===== config.mk =====
export PLATFORM = sky130hd
export DESIGN_NAME = uart_rx
export DESIGN_NICKNAME = d
export VERILOG_FILES = /design/src/rtl/uart_pkg.sv /design/src/rtl/sync_2ff.sv /design/src/rtl/uart_rx.sv
export SDC_FILE = /design/constraint.sdc
export NUM_CORES = 1
export LEC_CHECK = 0
export BUFFER_PORTS_ARGS = -buffer_cell sky130_fd_sc_hd__buf_2
export CAP_MARGIN = 10
export CORE_MARGIN = 2
export CORE_UTILIZATION = 45
export DETAILED_ROUTE_END_ITERATION = 7
export PLACE_DENSITY = 0.68
export SLEW_MARGIN = 20
export SYNTH_ARGS = -nofsm -noshare
export SYNTH_HDL_FRONTEND = slang
export SYNTH_SLANG_ARGS = --single-unit

===== constraint.sdc =====
create_clock -name clk -period 2.4 [get_ports clk]
set_clock_uncertainty 0.05 [all_clocks]
set_input_delay 0.36 -clock clk [delete_from_list [all_inputs] [get_ports clk]]
set_output_delay 0.36 -clock clk [all_outputs]
set_load 0.05 [all_outputs]

===== src/rtl/uart_pkg.sv =====
// Shared UART definitions: receiver FSM state encoding, frame geometry and
// baud-rate defaults. Imported by uart_rx and, later, uart_tx.
package uart_pkg;

  localparam int unsigned UART_DATA_BITS            = 8;
  localparam int unsigned UART_DEFAULT_CLKS_PER_BIT = 434;  // 50 MHz / 115200
  localparam int unsigned UART_CNT_W                = 16;
  localparam int unsigned UART_IDX_W                = 3;

  typedef enum logic [2:0] {
    IDLE,
    START,
    DATA,
    STOP,
    WAIT_HIGH
  } uart_rx_state_t;

  // Terminal count for the half-bit wait that lands on the start-bit centre.
  function automatic logic [UART_CNT_W-1:0] uart_half_last(input int unsigned cpb);
    return UART_CNT_W'((cpb / 2) - 1);
  endfunction

  // Terminal count for one full bit period.
  function automatic logic [UART_CNT_W-1:0] uart_bit_last(input int unsigned cpb);
    return UART_CNT_W'(cpb - 1);
  endfunction

endpackage


===== src/rtl/sync_2ff.sv =====
// Generic two-flop synchroniser for asynchronous level inputs.
// Ports:
//   clk  - destination clock
//   rst  - asynchronous active-high reset, both stages load RESET_VAL
//   d    - asynchronous input
//   q    - synchronised output, two cycles behind d
module sync_2ff #(
  parameter int unsigned       WIDTH     = 1,
  parameter logic [WIDTH-1:0]  RESET_VAL = '1
) (
  input  logic             clk,
  input  logic             rst,
  input  logic [WIDTH-1:0] d,
  output logic [WIDTH-1:0] q
);

  logic [WIDTH-1:0] meta;

  // First stage may go metastable; second stage gives it a cycle to settle.
  always_ff @(posedge clk or posedge rst) begin
    if (rst) begin
      meta <= RESET_VAL;
      q    <= RESET_VAL;
    end else begin
      meta <= d;
      q    <= meta;
    end
  end

endmodule


===== src/rtl/uart_rx.sv =====
// 8N1 UART receiver with mid-bit sampling and a one-entry valid/ready
// holding register.
// Ports:
//   clk       - system clock
//   rst       - asynchronous active-high reset
//   rxd       - raw serial line (asynchronous, idles high)
//   rx_data   - received byte, meaningful while rx_valid is high
//   rx_valid  - holding register full
//   rx_ready  - consumer accepts the held byte (transfer on valid && ready)
//   frame_err - one-cycle pulse when the stop bit samples low
//   overrun   - one-cycle pulse when a good byte is dropped on a full register
module uart_rx
  import uart_pkg::*;
#(
  parameter int unsigned CLKS_PER_BIT = UART_DEFAULT_CLKS_PER_BIT
) (
  input  logic                      clk,
  input  logic                      rst,
  input  logic                      rxd,
  output logic [UART_DATA_BITS-1:0] rx_data,
  output logic                      rx_valid,
  input  logic                      rx_ready,
  output logic                      frame_err,
  output logic                      overrun
);

  localparam logic [UART_CNT_W-1:0] HALF_LAST = uart_half_last(CLKS_PER_BIT);
  localparam logic [UART_CNT_W-1:0] BIT_LAST  = uart_bit_last(CLKS_PER_BIT);
  localparam logic [UART_IDX_W-1:0] IDX_LAST  = UART_IDX_W'(UART_DATA_BITS - 1);

  uart_rx_state_t            state;
  uart_rx_state_t            state_nxt;
  logic                      rxd_s;
  logic [UART_CNT_W-1:0]     cnt;
  logic [UART_IDX_W-1:0]     bit_idx;
  logic [UART_DATA_BITS-1:0] shift_reg;

  logic half_hit_c;
  logic bit_hit_c;
  logic cnt_clr_c;
  logic idx_clr_c;
  logic shift_en_c;
  logic deliver_c;
  logic ferr_c;

  // Bring the pin into the clk domain; idle level is 1 so reset to 1.
  sync_2ff #(
    .WIDTH     (1),
    .RESET_VAL (1'b1)
  ) u_sync (
    .clk (clk),
    .rst (rst),
    .d   (rxd),
    .q   (rxd_s)
  );

  assign half_hit_c = (cnt == HALF_LAST);
  assign bit_hit_c  = (cnt == BIT_LAST);

  // State register.
  always_ff @(posedge clk or posedge rst) begin
    if (rst) begin
      state <= IDLE;
    end else begin
      state <= state_nxt;
    end
  end

  // Next-state logic.
  always_comb begin
    state_nxt = state;
    unique case (state)
      IDLE: begin
        if (!rxd_s) state_nxt = START;
      end
      START: begin
        // Still low at the start-bit centre means a real frame, else a glitch.
        if (half_hit_c) state_nxt = rxd_s ? IDLE : DATA;
      end
      DATA: begin
        if (bit_hit_c && (bit_idx == IDX_LAST)) state_nxt = STOP;
      end
      STOP: begin
        if (bit_hit_c) state_nxt = rxd_s ? IDLE : WAIT_HIGH;
      end
      WAIT_HIGH: begin
        // Absorb a held-low line so a break reports only one frame error.
        if (rxd_s) state_nxt = IDLE;
      end
      default: state_nxt = IDLE;
    endcase
  end

  // Datapath controls decoded from the current state.
  always_comb begin
    cnt_clr_c  = 1'b0;
    idx_clr_c  = 1'b0;
    shift_en_c = 1'b0;
    deliver_c  = 1'b0;
    ferr_c     = 1'b0;
    unique case (state)
      IDLE: begin
        cnt_clr_c = 1'b1;
        idx_clr_c = 1'b1;
      end
      START: begin
        if (half_hit_c) begin
          cnt_clr_c = 1'b1;
          idx_clr_c = 1'b1;
        end
      end
      DATA: begin
        if (bit_hit_c) begin
          cnt_clr_c  = 1'b1;
          shift_en_c = 1'b1;
        end
      end
      STOP: begin
        if (bit_hit_c) begin
          cnt_clr_c = 1'b1;
          deliver_c = rxd_s;
          ferr_c    = !rxd_s;
        end
      end
      WAIT_HIGH: begin
        cnt_clr_c = 1'b1;
        idx_clr_c = 1'b1;
      end
      default: begin
        cnt_clr_c = 1'b1;
        idx_clr_c = 1'b1;
      end
    endcase
  end

  // Bit-period counter, bit index and LSB-first shift register.
  always_ff @(posedge clk or posedge rst) begin
    if (rst) begin
      cnt       <= '0;
      bit_idx   <= '0;
      shift_reg <= '0;
    end else begin
      cnt <= cnt_clr_c ? '0 : cnt + UART_CNT_W'(1);
      if (idx_clr_c) begin
        bit_idx <= '0;
      end else if (shift_en_c) begin
        bit_idx <= bit_idx + UART_IDX_W'(1);
      end
      if (shift_en_c) begin
        shift_reg <= {rxd_s, shift_reg[UART_DATA_BITS-1:1]};
      end
    end
  end

  // Holding register and status pulses. A simultaneous pop frees the slot
  // for the arriving byte, so only a full, unaccepted register overruns.
  always_ff @(posedge clk or posedge rst) begin
    if (rst) begin
      rx_data   <= '0;
      rx_valid  <= 1'b0;
      frame_err <= 1'b0;
      overrun   <= 1'b0;
    end else begin
      frame_err <= ferr_c;
      overrun   <= 1'b0;
      if (deliver_c) begin
        if (!rx_valid || rx_ready) begin
          rx_data  <= shift_reg;
          rx_valid <= 1'b1;
        end else begin
          overrun <= 1'b1;
        end
      end else if (rx_valid && rx_ready) begin
        rx_valid <= 1'b0;
      end
    end
  end

endmodule


[Word-level counts from Yosys, hierarchy flattened]
Index checks and enable logic that the tools add are counted.
Word-level totals
  register bits after elaboration: 43
  bits in latches: 0
  RAM bits: 0
  memory bits (read-only): 0
  word-level logic and storage cells: 62
  memories: 0
Operators by class
  $add $sub $neg: 2
  multiply operators: 0
  div/mod/pow operators: 0
  order comparisons: 0
  equal/unequal tests: 13
  shift-type cells: 0
  muxes and demuxes: 25
  bitwise gates (word level): 0
  reductions and logical operators: 12
Operators by type and width (count)
  3-bit two-way mux: 8
  16-bit by 1-bit adder with 16-bit output, second input constant: 1
  16-bit by 8-bit == test with 1-bit output, second input constant: 1
  16-bit by 9-bit == test with 1-bit output, second input constant: 1
  16-bit two-way mux: 1
  3-bit case mux with 5 select lines: 1
  1-bit two-way mux: 12
  2-bit inequality test, second input constant: 4
  3-bit by 2-bit == test with 1-bit output, second input constant: 2
  3-bit == test, second input constant: 2
  5-bit AND reduction: 1
  2-bit by 1-bit inequality test with 1-bit output, second input constant: 2
  1-bit case mux with 2 select lines: 2
  2-bit AND reduction: 2
  2-bit nonzero test: 2
  3-bit by 1-bit adder with 3-bit output, second input constant: 1
  3-bit by 1-bit == test with 1-bit output, second input constant: 1
  3-bit logical NOT: 1
  1-bit logical AND: 2
  1-bit logical NOT: 2
  2-bit two-way mux: 1
  2-bit OR reduction: 1
  1-bit logical OR: 1

[Logic depth before layout (Yosys ltp)]
Gate-level depths: netlist of run 1.
  depth in word-level cells: 5
  mapped depth: 8
  depth with buffers taken out: 6

[Modules after synthesis]
From an unflattened synthesis of run 1, not the netlist that was laid out.
Second synthesis, totals
  cell total of the unflattened synthesis: 175
  area total of the unflattened synthesis: 2015.7 um2
Modules (own cells, without submodules)
  uart_rx: times used 1, cells each 172, area an instance 1959.4 um2, sequential area each 1026.0 um2
  sync_2ff: times used 1, cells each 3, area an instance 56.3 um2, sequential area each 52.6 um2

[Worst setup path before layout of run 1]
No wires, ideal clock.
  path kind: flip-flop to flip-flop
  start: register cnt[13]
  end: register shift_reg[0]
  setup time: 0.127 ns
  arrival time: 1.743 ns
  data required time: 2.223 ns
  path slack: 0.480 ns
  stages on the path, launching flop included: 7
  buffers on the path: 2
  clock period less this slack: 1.920 ns
  path through: dfrtp_1 nor4_1 and4_1 buf_2 and3_1 buf_4 mux2_1
Between the ends
  word-level cells in the longest chain between the ends: 3
RTL lines
  start, declared: line uart_rx.sv:34  | logic [UART_CNT_W-1:0] cnt;
  start signal, assigned: line uart_rx.sv:143  | cnt <= cnt_clr_c ? '0 : cnt + UART_CNT_W'(1);
  16-bit by 9-bit == test with 1-bit output: line uart_rx.sv:58  | assign bit_hit_c = (cnt == BIT_LAST);
  1-bit two-way mux: line uart_rx.sv:113  | if (bit_hit_c) begin
  1-bit two-way mux: line uart_rx.sv:101  | unique case (state)
  end signal, assigned: line uart_rx.sv:150  | shift_reg <= {rxd_s, shift_reg[UART_DATA_BITS-1:1]};
  end, declared: line uart_rx.sv:36  | logic [UART_DATA_BITS-1:0] shift_reg;
No other way between the ends.
A chain may end at the register's enable or synchronous reset.

[Final worst setup path of run 1]
  start: register cnt[7]
  end: register shift_reg[0]
Same word-level chain as after synthesis.

==> results of run 1 <==
==> report_power, final <==
part | total, mW | switching (mW) | leakage [nW] | internal, mW
Clock | 0.561 | 0.252 | 0.0581 | 0.310
Sequential | 0.729 | 0.00177 | 0.579 | 0.727
Combinational | 0.0195 | 0.0155 | 0.453 | 0.00400
Total | 1.31 | 0.269 | 1.09 | 1.04
==> metal layers <==
metal	GRT usage (%)	vias to the layer above
li1	-	638
met1	20.1	676
met2	26.8	26
met3	6.20	4
met4	4.49	0
met5	0	-
==> how the worst min path moves through the flow <==
stage / startpoint / to / slack, ns / cells after the start
after floorplan: u_sync.meta / u_sync.q / 0.30 / 0
after global placement: u_sync.meta / u_sync.q / 0.30 / 0
after detailed placement: u_sync.meta / u_sync.q / 0.30 / 0
after CTS: rxd / u_sync.meta / 0.1 / 1
after global routing: rxd / u_sync.meta / 0.08 / 1
final: rxd / u_sync.meta / 0.10 / 1
==> placed cells by master, fill, tap and decap left out, types with 2 or more instances in the layout <==
master	Yosys	final
a21oi_1	6	6
and3_1	2	2
and4_1	2	2
buf_2	1	14
buf_4	2	4
clkbuf_8	0	5
dfrtp_1	41	41
dfstp_2	2	2
ha_1	5	5
inv_1	7	7
mux2_1	15	15
nand2_1	6	6
nand3_1	4	4
nand4_1	8	8
nor2_1	19	19
nor2b_1	2	2
nor3_1	5	5
nor4_1	4	4
o21ai_0	6	6
or3_1	3	3
xnor2_1	11	11
xor2_1	2	2
==> final cells by class <==
cell class,instances,share of cell area (%)
sequential,43,48.6
inverter,7,1.18
timing repair buffer,18,4.51
tap,52,2.93
multi-input combinational,115,37.7
clock inverter,3,1.97
clock buffer,5,3.10
==> logic make-up after synthesis <==
logic type | synth area share [%]
buffers and inverters | 2.55
AOI/OAI and AO/OA | 5.92
xor gates and xnor gates | 5.80
and+or+nand+nor | 18.5
muxes | 9.17
DFF | 54.9
adders and majority gates | 3.18
==> critical path: cells and delay by family (launching register included) <==
family | cells | cell delay [ns]
flip-flops | 1 | 0.44
AND/OR/NAND/NOR | 3 | 1.09
multiplexers | 1 | 0.36
==> results.md, run 1 <==
* Status: complete, no violations
* # clock sinks at 43
* WL met3 at between 100 and 150 µm
* # Post-CTS Setup Buffers at 0
* Critical path required time at 2.54 ns
* Die X at 70.1 µm
* Most frequent cell after synthesis: dfrtp_1
* Period utilization at a little under nine tenths
* Worst setup EP type: register
* FF+latch count, synth at 43
* Number of flops mapped to enable cells by yosys at 0
* CTS Buffer Depth at 2
* Root Buffer: clkbuf_8
* Asr flop ratio synth at 100%
* Commonest cells in the netlist: dfrtp_1, nor2_1, mux2_1
* Core area at 0.00426 mm²
* Rows at 24
* Mapped Cells at approximately 170
* Total gr overflow at 0
* Util after Layout at ~52%
* Crit-path cells: nor4bb_1, and4_1, and3_1, mux2_1
* CP max stage cell: dfrtp_1
* CTS tree: done
* CTS buffer count at 5
* CP startpoint kind: register
* Final nets at roughly 200
* Flop2flop setup slack at 0.35 ns
* Post-DP Area at 0.00211 mm²
* Routability Congestion at ~0.84
* Setup crit start: cnt[7]
* Fin area at 0.00222 mm²
* # setup viols final at 0
* Total die area at 0.00491 mm²
* Share of cells above drive strength 1 at a little under a fifth
* Initial antenna violation count at 0
* Rel. slew slack at roughly 64%
* Dpl hpwl at 2470 µm
* Critical path data arrival time at 2.19 ns
* Top post-synthesis cells by area: dfrtp_1, mux2_1, xnor2_1, nor2_1, ha_1
* Netlist cell types at 37
* FF/Latch Area at 0.00108 mm²
* Clk_lat worst skew at 0.30 ns
* H-tree levels at 2
* Final Max Slew Viols at 0
* HP Class: in -> reg
* Final Power at 1.31 mW
* Largest register FFs at 16
* ANT cells at 0
* Max Cap Violations at 0
* Fmax at 487 MHz
* Seq/Total Area, Yosys at 54.9%
* Synth Area per Inst at 11.6 µm²
* Metal-1 WL at about 1500 µm
* RSZ-0062 raised after global routing: false
* Die Span Y at around 70 µm
* Placed insts at 235
* DR iter-0 viols at 89
* Port Buf Inserts at 14
* Mapped Area at 0.00196 mm²
* RR Endpoint: shift_reg[0]
* Fillers at just under 400
* Global-route wire length before repair at 6280 µm
* Non-filler cells, final at between 200 and 250
* Worst Setup EP: shift_reg[0]
* WHS at 0.103 ns
* Synth Warn # at 0
* Maximum vdd drop at 302 µV
* Cell leakage power at 1.09 nW
* DRT antenna net count at 0
* Vias in the first global route at 1348
* Worst Path Max Fanout at 8
* Worst r2r src: cnt[7]
* 1st-pass router iterations at 4
* Fin worst setup slack at around 0.35 ns
* Post-CTS sizing at 0
* Most used DFF post-synth: dfrtp_1
* Vias at 1344
* Total Routing Usage GR at 16.3%
* P&R area growth vs syn at 12.9%
* Largest net degree at the start of global routing at 44
* IO Pins at 15
* CP Class: reg -> reg
* Initial Utilization at between 40% and 50%
* Post-Syn Nets at about 180
* Fin. Hold Viols at 0
* Residual DRC at 0
* Post-synth top area cell: dfrtp_1
* DRT Wirelength at 3500 µm
* # hold bufs at CTS at 0
* Routed WL per cell at 14.4 µm
* Max Used Layer: met4
* Crit path largest cell delay at approximately 0.44 ns
* Metal2 WL at roughly 1800 µm
* Setup WS pre-CTS at between 0.3 and 0.4 ns
* Worst slew pin tran at 0.538 ns
* Multi-input logic area at 836 µm²
* Min Clock Period, post-route at 2.05 ns
* PD cells at between 500 and 600 mW/mm²
* Sum of negative setup slack at 0 ns
* Vias per cell at about 5.5
* Reg2reg path depth at 4
* Yosys top cell area share at between 50% and 60%
* CTS clock-pin slew for the worst setup and hold paths at 0.08 ns
(Power assumes the default switching activity.)
==> run 2, diff against run 1 <==
--- a/config.mk
+++ b/config.mk
@@ -5,12 +5,13 @@
 export SDC_FILE = /design/constraint.sdc
 export NUM_CORES = 1
 export LEC_CHECK = 0
+export ABC_AREA = 1
 export BUFFER_PORTS_ARGS = -buffer_cell sky130_fd_sc_hd__buf_2
 export CAP_MARGIN = 10
 export CORE_MARGIN = 2
 export CORE_UTILIZATION = 45
 export DETAILED_ROUTE_END_ITERATION = 7
-export PLACE_DENSITY = 0.68
+export PLACE_DENSITY = 0.67
 export SLEW_MARGIN = 20
 export SYNTH_ARGS = -nofsm -noshare
 export SYNTH_HDL_FRONTEND = slang
==> run 2 against run 1 <==
Net effect: first-iteration DRC count increased by 51%; clock power grew 19%; core utilization increased by 1.2 points; via count grew 27%; combinational power is 13% higher; global-route usage increased by 1.5 points; critical path depth increased by 4; power increased by 8.2%; worst hold slack lost 0.0020 ns; cell area rose by 15%; critical endpoint is now rx_data[1].
==> results.md, run 2 <==
* Status: complete, no violations
* Max Cap Violations at 0 (unchanged)
* Routability Congestion at 0.876 (+3.7%)
* Post-Syn Nets at 281 (+58%)
* FF+latch count, synth at 43 (unchanged)
* DR iter-0 viols at 134 (+51%)
* Most common cell after layout, fill and taps aside: nand2_1
* Root Buffer: clkbuf_8
* Seq/Total Area, Yosys at 47.6% (-7.3 points)
* Top post-synthesis cells by area: dfrtp_1, nand2_1, nor2_1, inv_1, nand3_1
* WHS at 0.101 ns (-0.00200 ns)
* Number of flops mapped to enable cells by yosys at 0 (unchanged)
* CTS clock-pin slew for the worst setup and hold paths at 0.08 ns (about the same)
* Most frequent cells in the layout: nand2_1, dfrtp_1, nor2_1
* Worst r2r src: cnt[1]
* Asr flop ratio synth at 100% (unchanged)
* Dpl hpwl at 3180 µm (+29%)
* Synth Area per Inst at 8.34 µm² (-28%)
* Vias per cell at 4.76 (-14%)
* Core area at 0.00479 mm² (+12%)
* Rows at 25 (+4.2%)
* GRT met2 Usage at 25.2% (-1.5 points)
* Fmax at 587 MHz (+21%)
* Mapped Cells at 272 (+61%)
* HP Class: in -> reg
* CTS tree: done
* Post-DP Area at 0.00240 mm² (+14%)
* Largest register FFs at 16 (unchanged)
* Global-route wire length before repair at 7530 µm (+20%)
* DRT Wirelength at 4260 µm (+22%)
* # clock sinks at 43 (unchanged)
* Period utilization at 70.9% (-15 points)
* Die Span Y at 75.0 µm (+7.0%)
* Post-synth top area cell: dfrtp_1
* Critical path data arrival time at 1.85 ns (-0.34 ns)
* GRT busiest layer: met1
* Worst setup EP type: register
* Initial antenna violation count at 0 (unchanged)
* Vias at 1713 (+27%)
* Total die area at 0.00562 mm² (+15%)
* Share of cells above drive strength 1 at 19.8% (+1.5 points)
* Initial Utilization at 47.4% (+1.3 points)
* PD cells at 556 mW/mm² (-5.8%)
* Largest net degree at the start of global routing at 19 (-57%)
* Min Clock Period, post-route at 1.70 ns (-0.351 ns)
* IO Pins at 15 (unchanged)
* Global Route met3 Usage at 4.15% (-2.1 points)
* DRT antenna net count at 0 (unchanged)
* Met1 usage in global routing at 26.7% (+6.6 points)
* CTS Buffer Depth at 2 (unchanged)
* Yosys top cell area share at 45.3% (-7.0 points)
* Mapped Area at 0.00227 mm² (+15%)
* Synth Warn # at 0 (unchanged)
* Commonest cells in the netlist: nand2_1, dfrtp_1, nor2_1
* Rel. slew slack at 68.2% (+4.0 points)
* Fin. Hold Viols at 0 (unchanged)
* Total gr overflow at 0 (unchanged)
* Maximum vdd drop at 349 µV (+16%)
* Die X at 75.0 µm (+7.0%)
* CTS buffer count at 5 (unchanged)
* Port Buf Inserts at 14 (unchanged)
* # Post-CTS Setup Buffers at 0 (unchanged)
* P&R area growth vs syn at 12.4%
* Worst slew pin tran at 0.475 ns (-0.0635 ns)
* Sum of negative setup slack at 0 ns (unchanged)
* Residual DRC at 0 (unchanged)
* Clk_lat worst skew at 0.30 ns (about the same)
* Final nets at 301 (+51%)
* RSZ-0062 raised after global routing: false
* # setup viols final at 0 (unchanged)
* Setup crit start: cnt[1]
* CP Class: reg -> reg
* Vias in the first global route at 1630 (+21%)
* Netlist cell types at 31 (-16%)
* Routed WL per cell at 11.8 µm (-18%)
* Min-delay src: rxd
* Final Max Slew Viols at 0 (unchanged)
* H-tree levels at 2 (unchanged)
* Fin area at 0.00255 mm² (+15%)
* Worst Path Max Fanout at 9 (+1)
* Post-CTS sizing at 0 (unchanged)
* CP startpoint kind: register
* Most used DFF post-synth: dfrtp_1
* Cell leakage power at 1.27 nW (+17%)
* Total Routing Usage GR at 17.8% (+1.5 points)
* Critical path required time at 2.55 ns (about the same)
* 1st-pass router iterations at 4 (unchanged)
* ANT cells at 0 (unchanged)
* Most frequent cell after synthesis: nand2_1
run 2: cell count changes in the layout (fill, tap and decap cells not counted), sizes merged, moves of 3 or more:
cell,delta
inv,+22
mux2,-16
nand2,+78
nand3,+16
nor2,+25
nor4,-5
o21ai,-3
or3,-3
xnor2,-10
xor2,+7
run 2: what timing repair did:
| action | CTS | global route |
|---|---|---|
| endpoints found under the setup margin | 0 | 0 |
| hold endpoints to repair | 11 | 0 |
| hold buffers | 1 | 0 |
run 2: worst max-delay path: stages (launching register included):
cell and delay [ns]:
dfrtp_1 0.41, inv_1 0.09, ha_1 0.18, nor3b_1 0.24, nand2_1 0.08, nor2_1 0.12, nand4_2 0.24, nand2_1 0.14
nand2_1 0.06
run 2: metrics by stage:
stage	instances	utilization, %	worst slack [ns]	power (mW)
floorplan	272	-	0.896	0.755
global placement	351	50.2	0.701	0.764
detailed placement	351	50.2	0.634	0.765
CTS	360	53.2	0.636	1.44
global route	360	53.2	0.503	1.47
finish	360	53.2	0.697	1.42
run 2: metal layers:
metal / up-vias / part of all wire (%)
met5: - / 0
met4: 0 / 1.4
met3: 5 / 3.3
met2: 24 / 43
met1: 785 / 52
li1: 899 / -
run 2: layout make-up:
cell class	instances	area (µm²)
multi-input cells	195	1040
flip-flops and latches	43	1080
repair buffers	17	95.1
fillers	440	2240
well taps	67	83.8
clock inverters	2	60.1
clock buffers	6	72.6
inverters	30	115
run 2: report_power, final:
part / leakage [nW] / switching, mW / internal [mW]
combinational: 0.630 / 0.0162 / 0.00575
clock: 0.0654 / 0.250 / 0.416
sequential: 0.579 / 0.00175 / 0.727
run 2: final timing paths:
path | end | slack (ns) | cells past startpoint
max in group asynchronous | u_sync.q | 1.17 | 4
worst max register to register | rx_data[1] | 0.70 | 8
worst min-delay path | u_sync.meta | 0.10 | 1
worst min register to register | u_sync.q | 0.32 | 0
worst max-delay path | rx_data[1] | 0.70 | 8
min in group asynchronous | rx_data[7] | 0.50 | 3
run 2: kinds of logic after synthesis:
group	count (synthesis)	share of synthesized area, %
buffers and inverters	34	6.46
AO/OA/AOI/OAI	11	2.70
AND/OR/NAND/NOR	169	36.6
XOR/XNOR	10	3.86
adder cells (fa/ha/maj)	5	2.76
flip-flops	43	47.6
